===== src/rtl/y86_pkg.sv =====
// rtl/y86_pkg.sv - Y86-64 icode/stat constants and hazard FSM state type
package y86_pkg;

    localparam int I_HALT   = 0;
    localparam int I_NOP    = 1;
    localparam int I_RRMOVQ = 2;
    localparam int I_IRMOVQ = 3;
    localparam int I_RMMOVQ = 4;
    localparam int I_MRMOVQ = 5;
    localparam int I_OPQ    = 6;
    localparam int I_JXX    = 7;
    localparam int I_CALL   = 8;
    localparam int I_RET    = 9;
    localparam int I_PUSHQ  = 10;
    localparam int I_POPQ   = 11;

    localparam int S_AOK = 1;
    localparam int S_HLT = 2;
    localparam int S_ADR = 3;
    localparam int S_INS = 4;

    // Register ID with every bit set means "no register"; width is applied by the user
    localparam int RNONE = -1;

    typedef enum logic [1:0] {
        HZ_RUN,
        HZ_DRAIN,
        HZ_HALTED
    } hz_state_t;

endpackage


===== src/rtl/sat_counter.sv =====
// rtl/sat_counter.sv - saturating up-counter with synchronous clear
module sat_counter #(
    parameter int W = 32
) (
    input  logic         clk,
    input  logic         rst_n,
    input  logic         inc,
    input  logic         clr,
    output logic [W-1:0] cnt
);

    always_ff @(posedge clk) begin
        if (!rst_n) begin
            cnt <= '0;
        end else if (clr) begin
            cnt <= '0;
        end else if (inc && (cnt != '1)) begin
            cnt <= cnt + W'(1);
        end
    end

endmodule


===== src/rtl/pipe_hazard_ctrl.sv =====
// rtl/pipe_hazard_ctrl.sv - Y86-64 stall/bubble control with exception drain FSM and perf counters
module pipe_hazard_ctrl
    import y86_pkg::*;
#(
    parameter int ICODE_W = 4,
    parameter int REG_W   = 4,
    parameter int STAT_W  = 4,
    parameter int PERF_W  = 32
) (
    input  logic               clk,
    input  logic               rst_n,
    input  logic [ICODE_W-1:0] D_icode,
    input  logic [ICODE_W-1:0] E_icode,
    input  logic [ICODE_W-1:0] M_icode,
    input  logic [REG_W-1:0]   d_srcA,
    input  logic [REG_W-1:0]   d_srcB,
    input  logic [REG_W-1:0]   E_destM,
    input  logic               e_cnd,
    input  logic [STAT_W-1:0]  m_stat,
    input  logic [STAT_W-1:0]  W_stat,
    input  logic               mem_busy,
    input  logic               perf_clr,
    output logic               set_cc,
    output logic               F_stall,
    output logic               D_stall,
    output logic               E_stall,
    output logic               M_stall,
    output logic               W_stall,
    output logic               D_bubble,
    output logic               E_bubble,
    output logic               M_bubble,
    output logic               W_bubble,
    output logic               halted,
    output logic [PERF_W-1:0]  cyc_cnt,
    output logic [PERF_W-1:0]  stall_cnt,
    output logic [PERF_W-1:0]  mispred_cnt
);

    localparam logic [REG_W-1:0] REG_NONE = REG_W'(RNONE);

    hz_state_t state;
    logic      exc_m, exc_w, lu, ret, mp;
    logic      frozen, drain_rule, normal_active;

    function automatic logic is_exc(input logic [STAT_W-1:0] s);
        return (s == STAT_W'(S_HLT)) || (s == STAT_W'(S_ADR)) || (s == STAT_W'(S_INS));
    endfunction

    assign exc_m = is_exc(m_stat);
    assign exc_w = is_exc(W_stat);
    assign lu    = ((E_icode == ICODE_W'(I_MRMOVQ)) || (E_icode == ICODE_W'(I_POPQ)))
                   && (E_destM != REG_NONE)
                   && ((E_destM == d_srcA) || (E_destM == d_srcB));
    assign ret   = (D_icode == ICODE_W'(I_RET)) || (E_icode == ICODE_W'(I_RET))
                   || (M_icode == ICODE_W'(I_RET));
    assign mp    = (E_icode == ICODE_W'(I_JXX)) && !e_cnd;

    assign frozen        = (state == HZ_HALTED) || exc_w;
    assign drain_rule    = (state == HZ_DRAIN) || exc_m;
    assign normal_active = rst_n && !frozen && !mem_busy;

    always_comb begin
        set_cc   = 1'b0;
        F_stall  = 1'b0;
        D_stall  = 1'b0;
        E_stall  = 1'b0;
        M_stall  = 1'b0;
        W_stall  = 1'b0;
        D_bubble = 1'b0;
        E_bubble = 1'b0;
        M_bubble = 1'b0;
        W_bubble = 1'b0;
        if (!rst_n) begin
            set_cc = 1'b0;
        end else if (frozen) begin
            F_stall  = 1'b1;
            D_stall  = 1'b1;
            E_stall  = 1'b1;
            W_stall  = 1'b1;
            M_bubble = 1'b1;
        end else if (mem_busy) begin
            F_stall  = 1'b1;
            D_stall  = 1'b1;
            E_stall  = 1'b1;
            M_stall  = 1'b1;
            W_bubble = 1'b1;
        end else begin
            F_stall  = lu || ret;
            D_stall  = lu;
            D_bubble = mp || (ret && !lu);
            E_bubble = mp || lu;
            M_bubble = drain_rule;
            // A bubbled E slot means the OPq there is not committing
            set_cc   = (E_icode == ICODE_W'(I_OPQ)) && !drain_rule && !(mp || lu);
        end
    end

    always_ff @(posedge clk) begin
        if (!rst_n) begin
            state  <= HZ_RUN;
            halted <= 1'b0;
        end else begin
            case (state)
                HZ_RUN: begin
                    if (exc_w) begin
                        state  <= HZ_HALTED;
                        halted <= 1'b1;
                    end else if (exc_m && !mem_busy) begin
                        state <= HZ_DRAIN;
                    end
                end
                HZ_DRAIN: begin
                    state  <= HZ_HALTED;
                    halted <= 1'b1;
                end
                default: begin
                    state  <= HZ_HALTED;
                    halted <= 1'b1;
                end
            endcase
        end
    end

    sat_counter #(.W(PERF_W)) u_cyc_cnt (
        .clk   (clk),
        .rst_n (rst_n),
        .inc   (state != HZ_HALTED),
        .clr   (perf_clr),
        .cnt   (cyc_cnt)
    );

    sat_counter #(.W(PERF_W)) u_stall_cnt (
        .clk   (clk),
        .rst_n (rst_n),
        .inc   (F_stall && (state != HZ_HALTED)),
        .clr   (perf_clr),
        .cnt   (stall_cnt)
    );

    sat_counter #(.W(PERF_W)) u_mispred_cnt (
        .clk   (clk),
        .rst_n (rst_n),
        .inc   (mp && normal_active),
        .clr   (perf_clr),
        .cnt   (mispred_cnt)
    );

endmodule


===== config.mk =====
export PLATFORM = sky130hd
export DESIGN_NAME = pipe_hazard_ctrl
export DESIGN_NICKNAME = d
export VERILOG_FILES = /design/src/rtl/y86_pkg.sv /design/src/rtl/sat_counter.sv /design/src/rtl/pipe_hazard_ctrl.sv
export SDC_FILE = /design/constraint.sdc
export NUM_CORES = 1
export LEC_CHECK = 0
export ABC_AREA = 1
export CAP_MARGIN = 20
export CORE_UTILIZATION = 52
export DETAILED_ROUTE_END_ITERATION = 8
export GPL_ROUTABILITY_DRIVEN = 0
export GPL_TIMING_DRIVEN = 0
export PLACE_DENSITY_LB_ADDON = 0.15
export SYNTH_ARGS = -nofsm -noshare
export SYNTH_HDL_FRONTEND = slang
export SYNTH_HIERARCHICAL = 1
export SYNTH_SLANG_ARGS = --single-unit
export TNS_END_PERCENT = 100

===== constraint.sdc =====
create_clock -name clk -period 2.2 [get_ports clk]
set_clock_uncertainty 0.15 [all_clocks]
set_input_delay 0.33 -clock clk [delete_from_list [all_inputs] [get_ports clk]]
set_output_delay 0.33 -clock clk [all_outputs]
set_load 0.02 [all_outputs]

==> flow_metrics.py, run 1 <==
metrics = {
    "drt": {
        "drt-initial-drc-count": 685,
        "post_drt_wl_per_cell_um": 13.30,
        "viasPerCell": 5.254,
        "routed_wl_um": 19390,
        "drc_errors": 0,
        "first_pass_iters": 6,
        "postRouteAntennaNets": 0,
        "vias": 7660,
    },
    "global_routing": {
        "grt_max_degree": 16,
        "overflow": 0,
        "grt_pass1_vias": 6563,
        "grt_pass1_wl_um": 30300,
        "antenna_found_initial": 0,
        "grt_usage_pct": 28.33,
    },
    "job": {
        "drv_cap": 0,
    },
    "power_and_ir_drop": {
        "power_density_nw_per_um2": 446.7,
        "power.internal_mw": 3.132,
        "p_sw_uw": 944.2,
        "p_total_mw": 4.076,
        "peakVddDrop_mv": 0.3073,
        "share_seq_of_total_power_pct": 44.5,
        "p_sw_share_pct": 23.17,
        "p_clk_share_pct": 46.3,
        "p_leak_nw": 3.594,
        "power_frac_comb_pct": 9.2,
    },
    "placed_design": {
        "dp_hpwl_um": 13690,
        "dp_worst_setup_slack_ns": -0.9305,
        "portBuffers": 143,
    },
    "synthesis": {
        "synth_top_family_by_area": "simple AND/OR/NAND/NOR gates",
        "postSynthCellCount": 1101,
        "synth.distinct_cells": 31,
        "ys_ff_latch": 99,
        "synth_mux_area_share_pct": 0,
        "yosys.area_share.simple_pct": 51.87,
        "synth_fa_ha_area_share_pct": 0.5571,
        "async_reset_ff_share_pct": 0,
        "synth_area_um2": 6738,
        "avgSynthCellArea_um2": 6.120,
        "synth_compound_area_share_pct": 7.187,
        "synth_edf_count": 0,
        "yosysSeqAreaShare_pct": 29.42,
        "yosysWarnings": 6,
        "yosys_most_used_dff": "dfxtp_1",
        "synth_nets": 1141,
        "synth-xor-area-share_pct": 0.7799,
    },
    "floorplan": {
        "io_pins": 144,
        "die_w_um": 115.8,
        "core_area_um2": 12620,
        "die_h_um": 115.8,
        "rows": 41,
        "design.die.area_um2": 13420,
        "start_util_pct": 53.39,
    },
    "outcome": {
        "status": "completed",
    },
    "worst_setup_path": {
        "crit_path_max_fanout": 2,
        "worst_setup_path_end_kind": "primary output",
        "reg2reg_from": "state[0]",
        "worstPathArrival_ns": 1.68,
        "critPathRequiredTime_ns": 1.72,
        "crit_type": "in -> out",
        "startpoint": "m_stat[2]",
        "start_kind": "primary input",
    },
    "finish": {
        "synthToLayoutAreaGrowth_pct": 35.43,
        "fin_nets": 1322,
        "drive_above_1_share_pct": 17.03,
        "diodes": 0,
    },
    "clock_network": {
        "clockBufferDepth": 2,
        "cts_tree": "yes",
        "numClockSinks": 99,
        "cts_root_buf": "clkbuf_16",
        "clkLatencyLatePin_ns": 0.35,
        "h-tree-depth": 3,
        "path_clk_slew_ns": 0.07,
        "cts-buffers-inserted": 9,
        "hold_buffers": 0,
    },
    "timing": {
        "fin_crit_sh_pct": 98.20,
        "finalSetupTns_ns": 0,
        "rsz0062_at_grt": "true",
        "tightestPinTransition_ns": 0.5212,
        "fmax_ghz": 0.4629,
        "setup_viol": 0,
        "relSlewSlack_pct": 65.25,
        "setup_slack_ns": 0.03964,
        "hold_viol_final": 0,
        "slew_violations": 0,
        "finalCriticalPeriod_ns": 2.160,
    },
    "hold_path": {
        "hp-class": "in -> reg",
        "min-delay-start": "W_stat[3]",
    },
}
-- stage by stage --
| step | util [%] | std cells | cell area [um2] | hold slack [ns] |
|---|---|---|---|---|
| after floorplan | - | 1101 | 6738 | 0.2579 |
| after global placement | 66.44 | 1416 | 8384 | 0.3158 |
| after CTS | 70.61 | 1445 | 8911 | 0.3490 |
| final | 72.31 | 1458 | 9125 | 0.3190 |
| after global routing | 72.31 | 1458 | 9125 | 0.3380 |
| after detailed placement | 66.44 | 1416 | 8384 | 0.3170 |
-- registers in the layout, summed over array words and instances, names as in the netlist --
register           count
state                  2
halted                 1
u_mispred_cnt/cnt     32
u_stall_cnt/cnt       32
u_cyc_cnt/cnt         32
-- placed cells by master, fill, tap and decap left out, drive strengths merged, types with 10 or more instances in the layout --
master,instances
nand4,17
dfxtp,99
dlygate4sd2,18
buf,51
inv,129
nand3,104
nand3b,10
nand2,328
clkdlybuf4s50,107
nor3,25
clkbuf,22
nor2,256
a21oi,84
-- worst max-delay path: stages --
cell	delay, ns
clkdlybuf4s50_1	0.43
inv_1	0.06
nor2_1	0.03
o21ai_1	0.22
o21ai_1	0.15
nor3_2	0.18
clkdlybuf4s15_2	0.28
-- cells in the mapped netlist, types with 7 or more instances --
cell type	count	area (um2)
nor2_1	228	855.8
nand3b_1	10	75.07
nand2_2	27	168.9
nand4_1	17	106.4
nand2_1	298	1119
dfxtp_1	99	1982
inv_1	115	431.7
a21oi_1	80	400.4
nor2_4	18	202.7
nor2_2	7	43.79
nand3_2	12	120.1
nor3_1	24	120.1
inv_2	14	52.55
nand3_1	86	430.4
buf_6	12	135.1
-- path summary, 6_finish.rpt --
path              depth (start not counted)                   end  slack, ns
setup / recovery                          7                set_cc       0.04
hold / removal                            5              state[1]       0.32
setup reg to reg                         17  u_mispred_cnt/cnt[3]       0.07
hold reg to reg                           2                halted       0.36
-- layer usage --
metal | wire length (um) | share of wire [%] | vias up | track usage, %
met5 | 0 | 0 | - | 0
met4 | 399 | 2.1 | 0 | 9.744
met3 | 1186 | 6.1 | 42 | 4.184
met2 | 9033 | 47 | 320 | 46.11
met1 | 8769 | 45 | 3465 | 38.28
li1 | - | - | 3833 | -
-- cells by family after synthesis --
| group | count (synthesis) |
|---|---|
| AOI/OAI and AO/OA | 92 |
| xor gates and xnor gates | 6 |
| adders and majority gates | 3 |
| buffers and inverters | 154 |
| DFF | 99 |
| and+or+nand+nor | 747 |
-- timing repair --
action                                  CTS  global route
gates resized for setup                  79            62
buffers inserted                         14            13
endpoints found under the setup margin   62            48
pin swaps                                25            27
-- cell type report --
class | instances | area (um2)
plain buffers | 25 | 220.2
clock buffers | 11 | 252.7
clock inverters | 4 | 97.59
fillers | 1116 | 3495
inverters | 129 | 499.2
multi-input cells | 848 | 4278
flip-flops and latches | 99 | 1984
well taps | 172 | 215.2
repair buffers | 170 | 1578
-- power groups by stage --
stage	sequential, mW	combinational (mW)	clock (mW)
2_1_floorplan	1.86	0.172	0
3_3_place_gp	1.85	0.326	0
3_5_place_dp	1.85	0.328	0
4_1_cts	1.81	0.339	1.91
5_1_grt	1.81	0.408	1.99
6_report	1.81	0.373	1.89
No activity file was read; power rests on OpenSTA's default activity.
==> run 2: changes to the inputs <==
clock period = 2.28 ns   (was 2.2 ns; I/O delays follow)
==> flow_metrics.py, run 2 (synthesized netlist as in run 1, its figures left out) <==
metrics = {
    "outcome": {
        "status": "completed",
    },
    "drt": {
        "viasPerCell": 5.248,
        "routed_wl_um": 19340,
        "drc_errors": 0,
        "wl_met2_um": 9063,
        "wl_met3_um": 1257,
        "post_drt_wl_per_cell_um": 13.31,
        "postRouteAntennaNets": 0,
        "drt-met1-wl_um": 8647,
        "first_pass_iters": 5,
        "routed.top_layer": "met4",
        "vias": 7626,
        "drt-initial-drc-count": 681,
    },
    "worst_setup_path": {
        "crit_path_cell_trace": "clkdlybuf4s50_1, a21oi_2, o21ai_2, nand2_2, inv_2, buf_4, nor2_1, dlygate4sd2_1",
        "crit_buf_inv": 4,
        "crit_type": "in -> out",
        "crit_path_max_incr_delay_ns": 0.42,
        "crit_path_max_fanout": 3,
        "critPathTopFamily": "buffers and inverters",
        "r2r_slack_ns": 0.16,
        "critPathRequiredTime_ns": 1.79,
        "start_kind": "primary input",
        "cp_slowest_cell": "clkdlybuf4s50_1",
        "worst_setup_path_end_kind": "primary output",
        "worstPathArrival_ns": 1.73,
    },
    "global_routing": {
        "overflow": 0,
        "grt_pass1_vias": 6544,
        "grt_usage_pct": 28.40,
        "antenna_found_initial": 0,
        "grt_pass1_wl_um": 30350,
        "grt_max_degree": 16,
    },
    "finish": {
        "layout_commonest_cell": "nand2_1",
        "final_cell_mix": "nand2_1, nor2_1, clkdlybuf4s50_1, inv_1, dfxtp_1",
        "fin_nets": 1317,
        "synthToLayoutAreaGrowth_pct": 36.56,
        "final_cell_count_no_fill": 1453,
        "final_util_pct": 72.91,
        "reg_top3": "u_cyc_cnt/cnt: 32 flops, u_mispred_cnt/cnt: 32 flops, u_stall_cnt/cnt: 32 flops",
        "drive_above_1_share_pct": 16.94,
        "diodes": 0,
        "fill_cells": 1082,
    },
    "hold_path": {
        "hp-class": "in -> reg",
    },
    "floorplan": {
        "die_h_um": 115.8,
        "io_pins": 144,
        "rows": 41,
        "die_w_um": 115.8,
        "design.die.area_um2": 13420,
        "start_util_pct": 53.39,
        "core_area_um2": 12620,
    },
    "power_and_ir_drop": {
        "p_leak_nw": 3.647,
        "p_total_mw": 3.932,
        "share_seq_of_total_power_pct": 44.5,
        "power_frac_comb_pct": 9.2,
        "power.internal_mw": 3.024,
        "p_clk_share_pct": 46.3,
        "power_density_nw_per_um2": 427.3,
        "p_sw_uw": 908.3,
        "peakVddDrop_mv": 0.3027,
        "p_sw_share_pct": 23.10,
    },
    "clock_network": {
        "clockBufferDepth": 2,
        "cts_root_buf": "clkbuf_16",
        "path_clk_slew_ns": 0.07,
        "cts-buffers-inserted": 9,
        "hold_buffers": 0,
        "h-tree-depth": 3,
        "cts_tree": "yes",
        "clkLatencyLatePin_ns": 0.35,
        "numClockSinks": 99,
    },
    "placed_design": {
        "portBuffers": 143,
        "dp_hpwl_um": 13690,
        "placed_cells": 1416,
    },
    "job": {
        "drv_cap": 0,
    },
    "timing": {
        "setup_viol": 0,
        "finalCriticalPeriod_ns": 2.221,
        "hold_viol_final": 0,
        "relSlewSlack_pct": 61.91,
        "fin_crit_sh_pct": 97.39,
        "rsz0062_at_grt": "true",
        "fmax_ghz": 0.4503,
        "tightestPinTransition_ns": 0.5714,
        "finalSetupTns_ns": 0,
        "slew_violations": 0,
    },
}
[run 2: cell count changes in the layout (fill, tap and decap cells not counted), moves of 3 or more]
cell | previous run | this run
buf_2 | 7 | 4
buf_4 | 31 | 26
clkbuf_2 | 6 | 3
clkdlybuf4s50_1 | 107 | 113
dlygate4sd2_1 | 18 | 8
dlymetal6s2s_1 | 6 | 14
nand2_1 | 288 | 285
nand2_2 | 31 | 35
nor2_1 | 215 | 212
nor3_1 | 18 | 15
nor3_2 | 7 | 10
[run 2: routing by layer]
layer | vias to the layer above | GRT usage, %
met1 | 3449 | 38.53
li1 | 3819 | -
met2 | 322 | 45.87
met4 | 0 | 10.00
met5 | - | 0
met3 | 36 | 4.236
[run 2: worst reg2reg max path, delay by kind of cell, from the launching register on]
kind                   cells  cell delay [ns]
and+or+nand+nor           12             1.29
DFF                        1             0.31
buffers and inverters      3             0.28
[run 2: power by group through the flow]
| stage | registers (mW) | clock network [mW] | logic [mW] |
|---|---|---|---|
| 5_1_grt | 1.75 | 1.92 | 0.394 |
| 6_report | 1.75 | 1.82 | 0.361 |
| 4_1_cts | 1.75 | 1.84 | 0.331 |
| 3_5_place_dp | 1.79 | 0 | 0.317 |
| 2_1_floorplan | 1.79 | 0 | 0.166 |
| 3_3_place_gp | 1.79 | 0 | 0.314 |
[run 2: final timing paths]
check / cells past startpoint / end / start
worst min-delay path: 3 / state[1] / W_stat[1]
worst min register to register: 2 / halted / halted
worst max register to register: 15 / u_mispred_cnt/cnt[25] / state[0]
worst max-delay path: 8 / W_stall / W_stat[3]
[run 2: per-stage QoR]
stage,area (um2),hold WS [ns],setup slack (ns)
floorplan,6738,0.2699,0.1106
global placement,8384,0.3158,-0.8437
detailed placement,8384,0.3170,-0.8625
CTS,8917,0.3490,-0.04385
global route,9201,0.2803,-0.1007
finish,9201,0.2339,0.05940
[run 2: repair_timing]
item / CTS / global route
setup buffers: 8 / 14
pin swaps: 20 / 35
gates resized for setup: 68 / 64
endpoints found under the setup margin: 56 / 56
[run 2: layout make-up]
| cell class | instances | area, um2 | share of cell area (%) |
|---|---|---|---|
| multi-input cells | 848 | 4328 | 47.04 |
| flip-flops and latches | 99 | 1982 | 21.54 |
| repair buffers | 165 | 1605 | 17.45 |
| inverters | 129 | 499.2 | 5.426 |
| clock buffers | 11 | 252.7 | 2.747 |
| plain buffers | 25 | 221.5 | 2.407 |
| well taps | 172 | 215.2 | 2.339 |
| clock inverters | 4 | 97.59 | 1.061 |
